<file path="src/rtl/lab3_func_monitor.sv">
// Purpose : registered, glitch-filtered B[W-1] & reduce(B[W-2:0]) with rise pulse and saturating event counter.
// Latency : B sampled into b_q on edge t0; F/rise update on edge t0+STABLE when raw holds steady.
// Backpr. : none; free-running monitor, every output is a flop and no input reaches an output combinationally.
module lab3_func_monitor #(
    parameter int W      = 3,
    parameter int STABLE = 4,
    parameter int CNT_W  = 8
) (
    input  logic             clk,
    input  logic             reset,
    input  logic [W-1:0]     B,
    input  logic             mode,
    input  logic             clr,
    output logic             F,
    output logic             rise,
    output logic [CNT_W-1:0] count
);

    // Stability counter only needs to reach STABLE-1; the extra bit keeps STABLE=1 legal.
    localparam int              SW      = $clog2(STABLE) + 1;
    localparam logic [SW-1:0]   LAST    = SW'(STABLE - 1);
    localparam logic [CNT_W-1:0] CNT_MAX = '1;

    logic [W-1:0]     b_q;
    logic [SW-1:0]    stab_q, stab_d;
    logic             f_q, f_d;
    logic             rise_q, rise_d;
    logic [CNT_W-1:0] count_q, count_d;
    logic             red;
    logic             raw;

    // Unfiltered function of the registered switches; mode is used live so a mode
    // flip is indistinguishable from an input change and goes through the filter.
    always_comb begin
        red = mode ? (&b_q[W-2:0]) : (|b_q[W-2:0]);
        raw = b_q[W-1] & red;
    end

    // Next-state: glitch filter, 0->1 edge detect, saturating counter with clear priority.
    always_comb begin
        stab_d  = stab_q;
        f_d     = f_q;
        rise_d  = 1'b0;
        count_d = count_q;

        if (raw == f_q) begin
            // Any agreeing cycle discards partial progress toward a change.
            stab_d = '0;
        end else if (stab_q == LAST) begin
            f_d    = raw;
            stab_d = '0;
        end else begin
            stab_d = stab_q + SW'(1);
        end

        rise_d = f_d & ~f_q;

        if (clr) begin
            count_d = '0;
        end else if (rise_d && (count_q != CNT_MAX)) begin
            count_d = count_q + CNT_W'(1);
        end
    end

    // State registers; synchronous reset wins over every other input on its edge.
    always_ff @(posedge clk) begin
        if (reset) begin
            b_q     <= '0;
            stab_q  <= '0;
            f_q     <= 1'b0;
            rise_q  <= 1'b0;
            count_q <= '0;
        end else begin
            b_q     <= B;
            stab_q  <= stab_d;
            f_q     <= f_d;
            rise_q  <= rise_d;
            count_q <= count_d;
        end
    end

    assign F     = f_q;
    assign rise  = rise_q;
    assign count = count_q;

endmodule

</file>
<file path="config.mk">
export PLATFORM = sky130hd
export DESIGN_NAME = lab3_func_monitor
export DESIGN_NICKNAME = d
export VERILOG_FILES = /design/src/rtl/lab3_func_monitor.sv
export SDC_FILE = /design/constraint.sdc
export NUM_CORES = 1
export LEC_CHECK = 0
export ABC_AREA = 1
export CORE_MARGIN = 5
export CORE_UTILIZATION = 52
export DETAILED_ROUTE_END_ITERATION = 8
export PLACE_DENSITY = 0.82
export SYNTH_ARGS = -nofsm -noshare
export SYNTH_HDL_FRONTEND = slang
export SYNTH_SLANG_ARGS = --single-unit
</file>
<file path="constraint.sdc">
create_clock -name clk -period 3.38 [get_ports clk]
set_input_delay 0.676 -clock clk [delete_from_list [all_inputs] [get_ports clk]]
set_output_delay 0.676 -clock clk [all_outputs]
set_load 0.02 [all_outputs]
</file>
==> out/metrics.csv <==
stage,metric,value,unit
outcome,status,"complete, no violations",
logic_synthesis,ys_ff_latch,16,
power_and_ir_drop,seq_power_share,56.9,%
critical_path,cp_max_fo,7,
floorplanning,core_region_area,1490,um^2
clock_tree,cts.sinks,16,
job,maxCapViolCount,0,
clock_tree,cts_hold_buf,0,
sta,slew_headroom,66.2,%
critical_path,crit_start,count[5],
floorplanning,die_h,49.5,um
critical_path,critPathKind,register to primary output,
floorplanning,dieWidth,49.5,um
power_and_ir_drop,vdd_drop_max,0.000212,V
sta,fin_crit_sh,61.2,%
logic_synthesis,seq_area_frac_synth,39.4,%
power_and_ir_drop,comb_power_share,5.6,%
logic_synthesis,synth_area_per_cell,7.26,um^2
worst_hold_path,hold_depth,1,
logic_synthesis,ys_warn_count,0,
logic_synthesis,syn_inst,112,
critical_path,cp.buffers_inverters,1,
sta,tightest_slew,0.504,ns
route,route.vias.total,674,
cells_and_area,finalNetCount,143,
sta,rsz0062_at_grt,false,
sta,worst_hold_slack,0.434,ns
cells_and_area,post-route-util,69.2,%
placed_design,dpl.hpwl,1190,um
cells_and_area,syn_to_final_growth,26.6,%
logic_synthesis,synthesis.area,813,um^2
critical_path,cp-start-kind,register,
critical_path,critPathRequiredTime,2.70,ns
critical_path,crit_cells,1,
critical_path,end_kind,primary output,
power_and_ir_drop,powerDensity,327,nW/um^2
placed_design,pre_cts_ws,1.39,ns
clock_tree,numCtsBuffers,3,
power_and_ir_drop,p_sw_share,21.1,%
clock_tree,cts_tree,built,
sta,period_needed,2.07,ns
clock_tree,ctsResizeCount,0,
placed_design,place_congestion,0.744,
clock_tree,clock-root-buffer,clkbuf_4,
global_routing,grt_max_degree,10,
global_routing,grt_pass1_vias,637,
critical_path,reg2reg_depth,7,
critical_path,r2r_slack,2.01,ns
worst_hold_path,hold_class,register to register,
critical_path,critPathArrivalTime,1.39,ns
global_routing,grt-ovfl-total,0,
power_and_ir_drop,switchingPower,0.0000712,W
route,routed_wirelength,1500,um
sta,setup_viol,0,
route,via_per_inst,4.55,
floorplanning,start_util,54.6,%
sta,slew_violations,0,
critical_path,worstPathCellList,clkdlybuf4s50_1,
global_routing,grtUsageTotal,13.7,%
floorplanning,num_rows,14,
cells_and_area,mostFrequentLayoutCells,"nand2_1, nor2_1, dfxtp_1, clkdlybuf4s50_1, inv_1",
critical_path,crit_slowest_cell,clkdlybuf4s50_1,
clock_tree,worst_skew_pair.late_latency,0.28,ns
logic_synthesis,synthDistinctLibCells,21,
logic_synthesis,yosysTopAreaCellShare,39.4,%
route,wl_per_cell,10.1,um
sta,hold_viol,0,
logic_synthesis,synth_nets,122,
route,drt_first_pass_iters,4,
critical_path,reg2reg_to,count[5],
critical_path,cp-endpoint,count[5],
power_and_ir_drop,leakage,0.387,nW
clock_tree,post-cts-setup-buffers,0,
placed_design,portBuffers,16,
logic_synthesis,synthTopCellsByArea,"dfxtp_1, nand2_1, nor2_1",
floorplanning,die_area,2450,um^2
cells_and_area,layout_commonest_cell,nand2_1,
power_and_ir_drop,clock_power_share,37.4,%
global_routing,grt_pass1_wl,2660,um
global_routing,antenna_found_initial,0,
sta,clock_skew,0.00390,ns
critical_path,rr_startpoint,stab_q[0],
cells_and_area,drive_gt1_share,16.7,%
clock_tree,clk_pin_slew,0.10,ns
critical_path,critPathMaxStageDelay,0.65,ns
sta,tns,0,ns
sta,clock.fmax,483,MHz
route,drtAntennaViolNets,0,
critical_path,path_delay_family,buffers and inverters,
floorplanning,io_pins,17,
logic_synthesis,synth_area_leader_cell,dfxtp_1,
route,drc,0,
power_and_ir_drop,intPower,0.000265,W
clock_tree,clockBufferDepth,2,
sta,worst_slack,1.31,ns
cells_and_area,n_antenna_cell,0,
route,drt_iter0_drc,19,
clock_tree,htree_levels,1,
[layer usage]
metal	GRT usage [%]	share of wire, %	vias to the layer above
met5	0	0	-
met4	5.24	0.93	0
met3	2.71	4.1	2
met2	22.0	46	11
met1	17.6	49	282
li1	-	-	379
[per-stage QoR]
| stage | cells | instance area (um^2) | total power [W] |
|---|---|---|---|
| after floorplan | 112 | 813 | 0.000205 |
| after global placement | 144 | 993 | 0.000215 |
| after detailed placement | 144 | 993 | 0.000215 |
| after CTS | 148 | 1030 | 0.000338 |
| after global routing | 148 | 1030 | 0.000353 |
| final | 148 | 1030 | 0.000337 |
[power by group through the flow]
stage	combinational, W	clock, W	sequential (W)
floorplan	0.00000945	0	0.000196
global placement	0.0000186	0	0.000196
detailed placement	0.0000191	0	0.000196
CTS	0.0000192	0.000127	0.000192
global route	0.0000210	0.000140	0.000192
finish	0.0000189	0.000126	0.000192
[cells in the mapped netlist (all sizes together)]
| library cell | count |
|---|---|
| a21oi | 2 |
| o21bai | 1 |
| nor2 | 33 |
| a211oi | 1 |
| clkinv | 1 |
| nand3 | 2 |
| o21ai | 2 |
| nand2 | 30 |
| nor3 | 2 |
| nand4 | 2 |
| dfxtp | 16 |
| ha | 3 |
| inv | 15 |
| xnor2 | 2 |
[flip-flops by register name, summed over array words and instances, names as in the netlist]
name	cells
stab_q	3
F	1
count	8
rise	1
b_q	3
[layout make-up]
| class | instances | area [um^2] |
|---|---|---|
| Fill cell | 120 | 459 |
| Tap cell | 16 | 20.0 |
| Inverter | 16 | 61.3 |
| Multi-Input combinational cell | 80 | 432 |
| Timing Repair Buffer | 16 | 160 |
| Sequential cell | 16 | 320 |
| Clock buffer | 4 | 36.3 |
[cell families after synthesis]
| family | Yosys count | share of synthesized area (%) |
|---|---|---|
| flops | 16 | 39.4 |
| buf+inv | 16 | 7.54 |
| fa+ha+maj | 3 | 4.62 |
| simple gates | 69 | 42.0 |
| compound gates | 6 | 4.31 |
| xor+xnor | 2 | 2.15 |
[worst min-delay path by stage]
| stage | startpoint | to |
|---|---|---|
| 4_1_cts | stab_q[0] | stab_q[0] |
| 6_report | stab_q[0] | stab_q[0] |
| 2_1_floorplan | stab_q[0] | stab_q[0] |
| 5_1_grt | stab_q[0] | stab_q[0] |
| 3_5_place_dp | stab_q[0] | stab_q[0] |
| 3_3_place_gp | stab_q[0] | stab_q[0] |
Note: power is estimated with default switching activity, not from simulation.
==> variant 1 (same settings) <==
The parameter `STABLE` goes from 4 to 8.
--- a/src/rtl/lab3_func_monitor.sv
+++ b/src/rtl/lab3_func_monitor.sv
@@ -4,5 +4,5 @@
 module lab3_func_monitor #(
     parameter int W      = 3,
-    parameter int STABLE = 4,
+    parameter int STABLE = 8,
     parameter int CNT_W  = 8
 ) (
Formal check against the unedited RTL: not equivalent (Yosys sat finds a counterexample within 10 cycles, from zero or initial values and one cycle with reset high).
==> variant 1 against the original RTL <==
Cell area decreased by 1.2%; critical path depth unchanged; routed wire length fell by 0.20%; clock power is 14% lower; sequential cell count is 1 higher; utilization shrank 0.84 points; power fell by 2.6%; non-clock buffer count did not move; worst setup slack improved by 0.054 ns; synthesized area down 0.31%; count of clock-buffer cells in the layout is the same; critical endpoint is now count[0].
==> variant 1: results (changes against the original RTL) <==
[synth]
ys_seq_area_share_pct = 41.98  ; +2.6 points
synth_cell_types = 18  ; -14%
yosysWarnings = 0  ; unchanged
synth_ff_type = dfxtp_1
async_flop_share_pct = 0  ; unchanged
synth.most_common_cell = nor2_1
synthTopCellsByCount = nor2_1 (31), nand2_1 (29), dfxtp_1 (17), inv_1 (15), nand3_1 (5)
synth_area_leaders = dfxtp_1 (42%), nor2_1 (14%), nand2_1 (13%), inv_1 (6.9%), ha_1 (3.1%)
syn_nets = 126  ; +3.3%

[route]
wirelength_um = 1495  ; -0.20%
drt-pass1-iter-count = 4  ; unchanged
drt-initial-drc-count = 21  ; +2
num_vias = 736  ; +9.2%

[global_routing]
antenna_found_initial = 0  ; unchanged
grt_pass1_vias = 648  ; +1.7%
use_met3_pct = 2.711  ; unchanged
grt_use_met2_pct = 20.60  ; -1.4 points
grt_util_met1_pct = 18.03  ; +0.38 points
track_usage_pct = 13.50  ; -0.15 points
grt_max_degree = 10  ; unchanged
grt_pass1_wl_um = 2656  ; -0.26%

[critical_path]
critPathArrivalTime_ns = 1.34  ; -0.05 ns
crit_path_max_fanout = 5  ; -2
critical-path-top-delay-family = buffers and inverters
slowest_stage = clkdlybuf4s50_1
critPathMaxStageDelay_ns = 0.64

[cts]
clockBufferDepth = 2  ; unchanged
postCtsSetupBuffers = 0  ; unchanged
clock_latency_ns = 0.29
cts-root-buf = clkbuf_4
cts_made_buffers = 3  ; unchanged
cts_resized = 0  ; unchanged
clk_pin_slew_worst_paths_ns = 0.10  ; about the same
h-tree-depth = 1  ; unchanged

[finish]
drive_above_1_share_pct = 6.569  ; -10 points
fin_nets = 147  ; +2.8%
largest_reg_flops = 8  ; unchanged
antenna_cells = 0  ; unchanged

[placement]
place_congestion = 0.7804  ; +4.8%
hpwl_um = 1173  ; -1.1%
portBuffers = 16  ; unchanged

[worst_hold_path]
hp-class = reg -> reg

[outcome]
outcome = finished clean

[timing]
tightest_slew_ns = 0.4085  ; -0.09596 ns
fin_skew_ns = 0.001581  ; -0.002317 ns

[power_and_ir_drop]
ir_drop_mv = 0.2647  ; +25%
p_leak_uw = 0.0003644  ; -5.9%

[variant 1: logic make-up after synthesis]
kind of cell	share of synthesized area [%]
buf+inv	7.406
compound gates	4.629
fa+ha+maj	3.086
flops	41.98
simple gates	39.66
xor+xnor	3.241
[variant 1: layer usage]
metal  vias to the layer above  routed length (um)
li1                        397                   -
met3                         4                  50
met2                        14                 697
met1                       321                 718
met5                         -                   0
met4                         0                  28
[variant 1: area by class of cell]
class                   instances  area (um^2)
multi-input cells              84        410.4
flip-flops and latches         17        340.3
well taps                      16        20.02
fillers                       132        471.7
clock buffers                   4        26.28
inverters                      16        60.06
repair buffers                 16        160.2
[variant 1: stage by stage]
| step | worst slack, ns | total power, uW | hold slack [ns] | cell area (um^2) | cells |
|---|---|---|---|---|---|
| 6_report | 1.365 | 327.7 | 0.4553 | 1017 | 153 |
| 5_1_grt | 1.305 | 339.4 | 0.4772 | 1017 | 153 |
| 4_1_cts | 1.352 | 331.7 | 0.4633 | 1017 | 153 |
| 3_5_place_dp | 1.458 | 224.8 | 0.4415 | 991.0 | 149 |
| 3_3_place_gp | 1.507 | 224.1 | 0.4324 | 991.0 | 149 |
| 2_1_floorplan | 2.002 | 215.3 | 0.4175 | 810.8 | 117 |
[variant 1: worst reg2reg max path, cell delays in order (launching register included)]
cell and delay [ns]:
dfxtp_1 0.36, ha_1 0.24, nand2_1 0.09, inv_1 0.07, nand3_2 0.10, clkinv_1 0.12
nor2_4 0.20, nand2_1 0.07, nand2_1 0.06, nor2_1 0.04
[variant 1: worst paths after layout]
check             startpoint   endpoint  slack (ns)  depth (start not counted)
setup / recovery    count[0]   count[0]        1.36                          1
hold / removal     stab_q[0]  stab_q[0]        0.46                          1
setup reg to reg    count[0]   count[2]        1.93                          9
hold reg to reg    stab_q[0]  stab_q[0]        0.46                          1
[variant 1: power by group]
group	switching (uW)	internal, uW
logic	7.93	8.78
registers	0.925	202
clock network	61.9	45.9
total	70.8	257
==> variant 2 (same settings) <==
Made on the original files. Reset style: asynchronous (`reset`), changed in one clocked block. Comments in the files are not updated.
--- a/src/rtl/lab3_func_monitor.sv
+++ b/src/rtl/lab3_func_monitor.sv
@@ -64,5 +64,5 @@
 
     // State registers; synchronous reset wins over every other input on its edge.
-    always_ff @(posedge clk) begin
+    always_ff @(posedge clk or posedge reset) begin
         if (reset) begin
             b_q     <= '0;
Check against the original RTL: differs if reset is asserted again (counterexample within 10 cycles, from zero or initial values and one cycle with reset high); with reset held inactive, the same outputs for 10 cycles.
==> variant 2 against the original RTL <==
Cell area increased by 6.1%; register-to-register slack got worse by 0.07 ns; routed wire length increased by 21%; count of clock-buffer cells in the layout unchanged; sequential share of layout area increased by 5.5 points; sequential cell count unchanged; synthesized area increased by 8.3%; worst setup slack got worse by 0.029 ns.
Power is not compared: it rests on default switching activity, and its combinational part moved more than twofold at a synthesized area within 25%.
==> variant 2: results (changes against the original RTL) <==
[critical_path]
critPathLaunch = count[2]
crit_path_max_fanout = 6  ; -1
reg2reg_to = count[2]
critPathArrivalTime_ns = 1.42  ; +0.03 ns
critPathMaxStageDelay_ns = 0.65  ; about the same
reg2reg_from = count[0]
critPathCapture = count[2]
worstRegToRegCells = 8  ; +1
ff2ff_setup_slack_ns = 1.94  ; -0.07 ns

[outcome]
outcome = finished clean

[timing]
slew_headroom_pct = 60.69  ; -5.6 points
fin_skew_ns = 0.004720  ; +0.0008221 ns
fin_ws_ns = 1.282  ; -0.02857 ns

[finish]
fill_cells = 129  ; +7.5%
antenna_cells = 0  ; unchanged
drive_above_1_share_pct = 11.54  ; -5.1 points

[synth]
avgSynthCellArea_um2 = 7.936  ; +9.3%
ys_seq_area_share_pct = 45.45  ; +6.1 points
async_flop_share_pct = 100.0  ; +100 points
synth_area_leaders = dfrtp_1 (45%), nand3_1 (11%), nand2_1 (11%), inv_1 (6.8%), nor2_1 (5.1%)
synth_cell_types = 18  ; -14%
yosysTopAreaCell = dfrtp_1
synthTopCellsByCount = nand2_1 (25), nand3_1 (19), dfrtp_1 (16), inv_1 (16), nor2_1 (12)

[global_routing]
grt_pass1_wl_um = 3077  ; +16%
grt_pass1_vias = 738  ; +16%
track_usage_pct = 16.01  ; +2.4 points
grt_max_degree = 17  ; +7

[route]
wirelength_um = 1811  ; +21%
via_per_inst = 5.240  ; +15%
num_vias = 765  ; +14%

[placement]
dp_cells = 142  ; -1.4%
hpwl_um = 1377  ; +16%
dp_worst_setup_slack_ns = 1.468  ; +0.07626 ns
dpl-instance-area_mm2 = 0.001056  ; +6.3%
place_congestion = 0.7869  ; +5.7%

[cts]
h-tree-depth = 1  ; unchanged

[worst_hold_path]
hp-class = reg -> reg

[variant 2: changes by cell type in the layout (fill, tap and decap cells not counted), moves of 2 or more]
cell and change:
nand3_1 +18, dfrtp_1 +16, dfxtp_1 -16, nor2_1 -11, nor2_2 -5, inv_1 +2, nand2_1 -2, nor3_1 +2
o21ai_0 +2, o21ai_1 -2, xor2_1 +2
[variant 2: final cells by class]
cell class	instances	area (um^2)	share of cell area (%)
inverter	18	67.56	6.186
multi-input combinational	76	407.9	37.34
clock buffer	4	36.28	3.322
timing repair buffer	16	160.2	14.66
sequential	16	400.4	36.66
tap	16	20.02	1.833
[variant 2: kinds of logic after synthesis]
| family | Yosys count | share of synthesized area [%] |
|---|---|---|
| simple gates | 68 | 38.78 |
| buf+inv | 19 | 8.239 |
| flops | 16 | 45.45 |
| compound gates | 3 | 1.704 |
| xor+xnor | 3 | 2.983 |
| fa+ha+maj | 2 | 2.840 |
[variant 2: stage by stage]
stage	utilization (%)	total power (uW)
6_report	70.06	447.7
5_1_grt	70.06	477.3
4_1_cts	70.06	455.9
3_5_place_dp	67.74	327.0
3_3_place_gp	67.74	320.6
2_1_floorplan	-	291.5
[variant 2: power by group through the flow]
stage / clock network [uW] / logic, uW / registers (uW)
3_5_place_dp: 0 / 98.5 / 228
2_1_floorplan: 0 / 59.3 / 232
5_1_grt: 141 / 110 / 226
4_1_cts: 132 / 99.1 / 225
3_3_place_gp: 0 / 95.0 / 226
6_report: 127 / 97.0 / 224
[variant 2: worst min path at each step]
| stage | start | slack (ns) | cells after the start | end |
|---|---|---|---|---|
| floorplan | stab_q[0] | 0.41 | 1 | stab_q[0] |
| global placement | stab_q[0] | 0.43 | 1 | stab_q[0] |
| detailed placement | stab_q[0] | 0.45 | 1 | stab_q[0] |
| CTS | stab_q[0] | 0.46 | 1 | stab_q[0] |
| global route | stab_q[0] | 0.48 | 1 | stab_q[0] |
| finish | stab_q[0] | 0.46 | 1 | stab_q[0] |
[variant 2: routing by layer]
| metal | part of all wire (%) | global-route usage [%] | vias up |
|---|---|---|---|
| li1 | - | - | 388 |
| met1 | 41 | 17.49 | 352 |
| met2 | 51 | 28.33 | 20 |
| met3 | 4.9 | 3.488 | 5 |
| met4 | 2.4 | 9.417 | 0 |
| met5 | 0 | 0 | - |
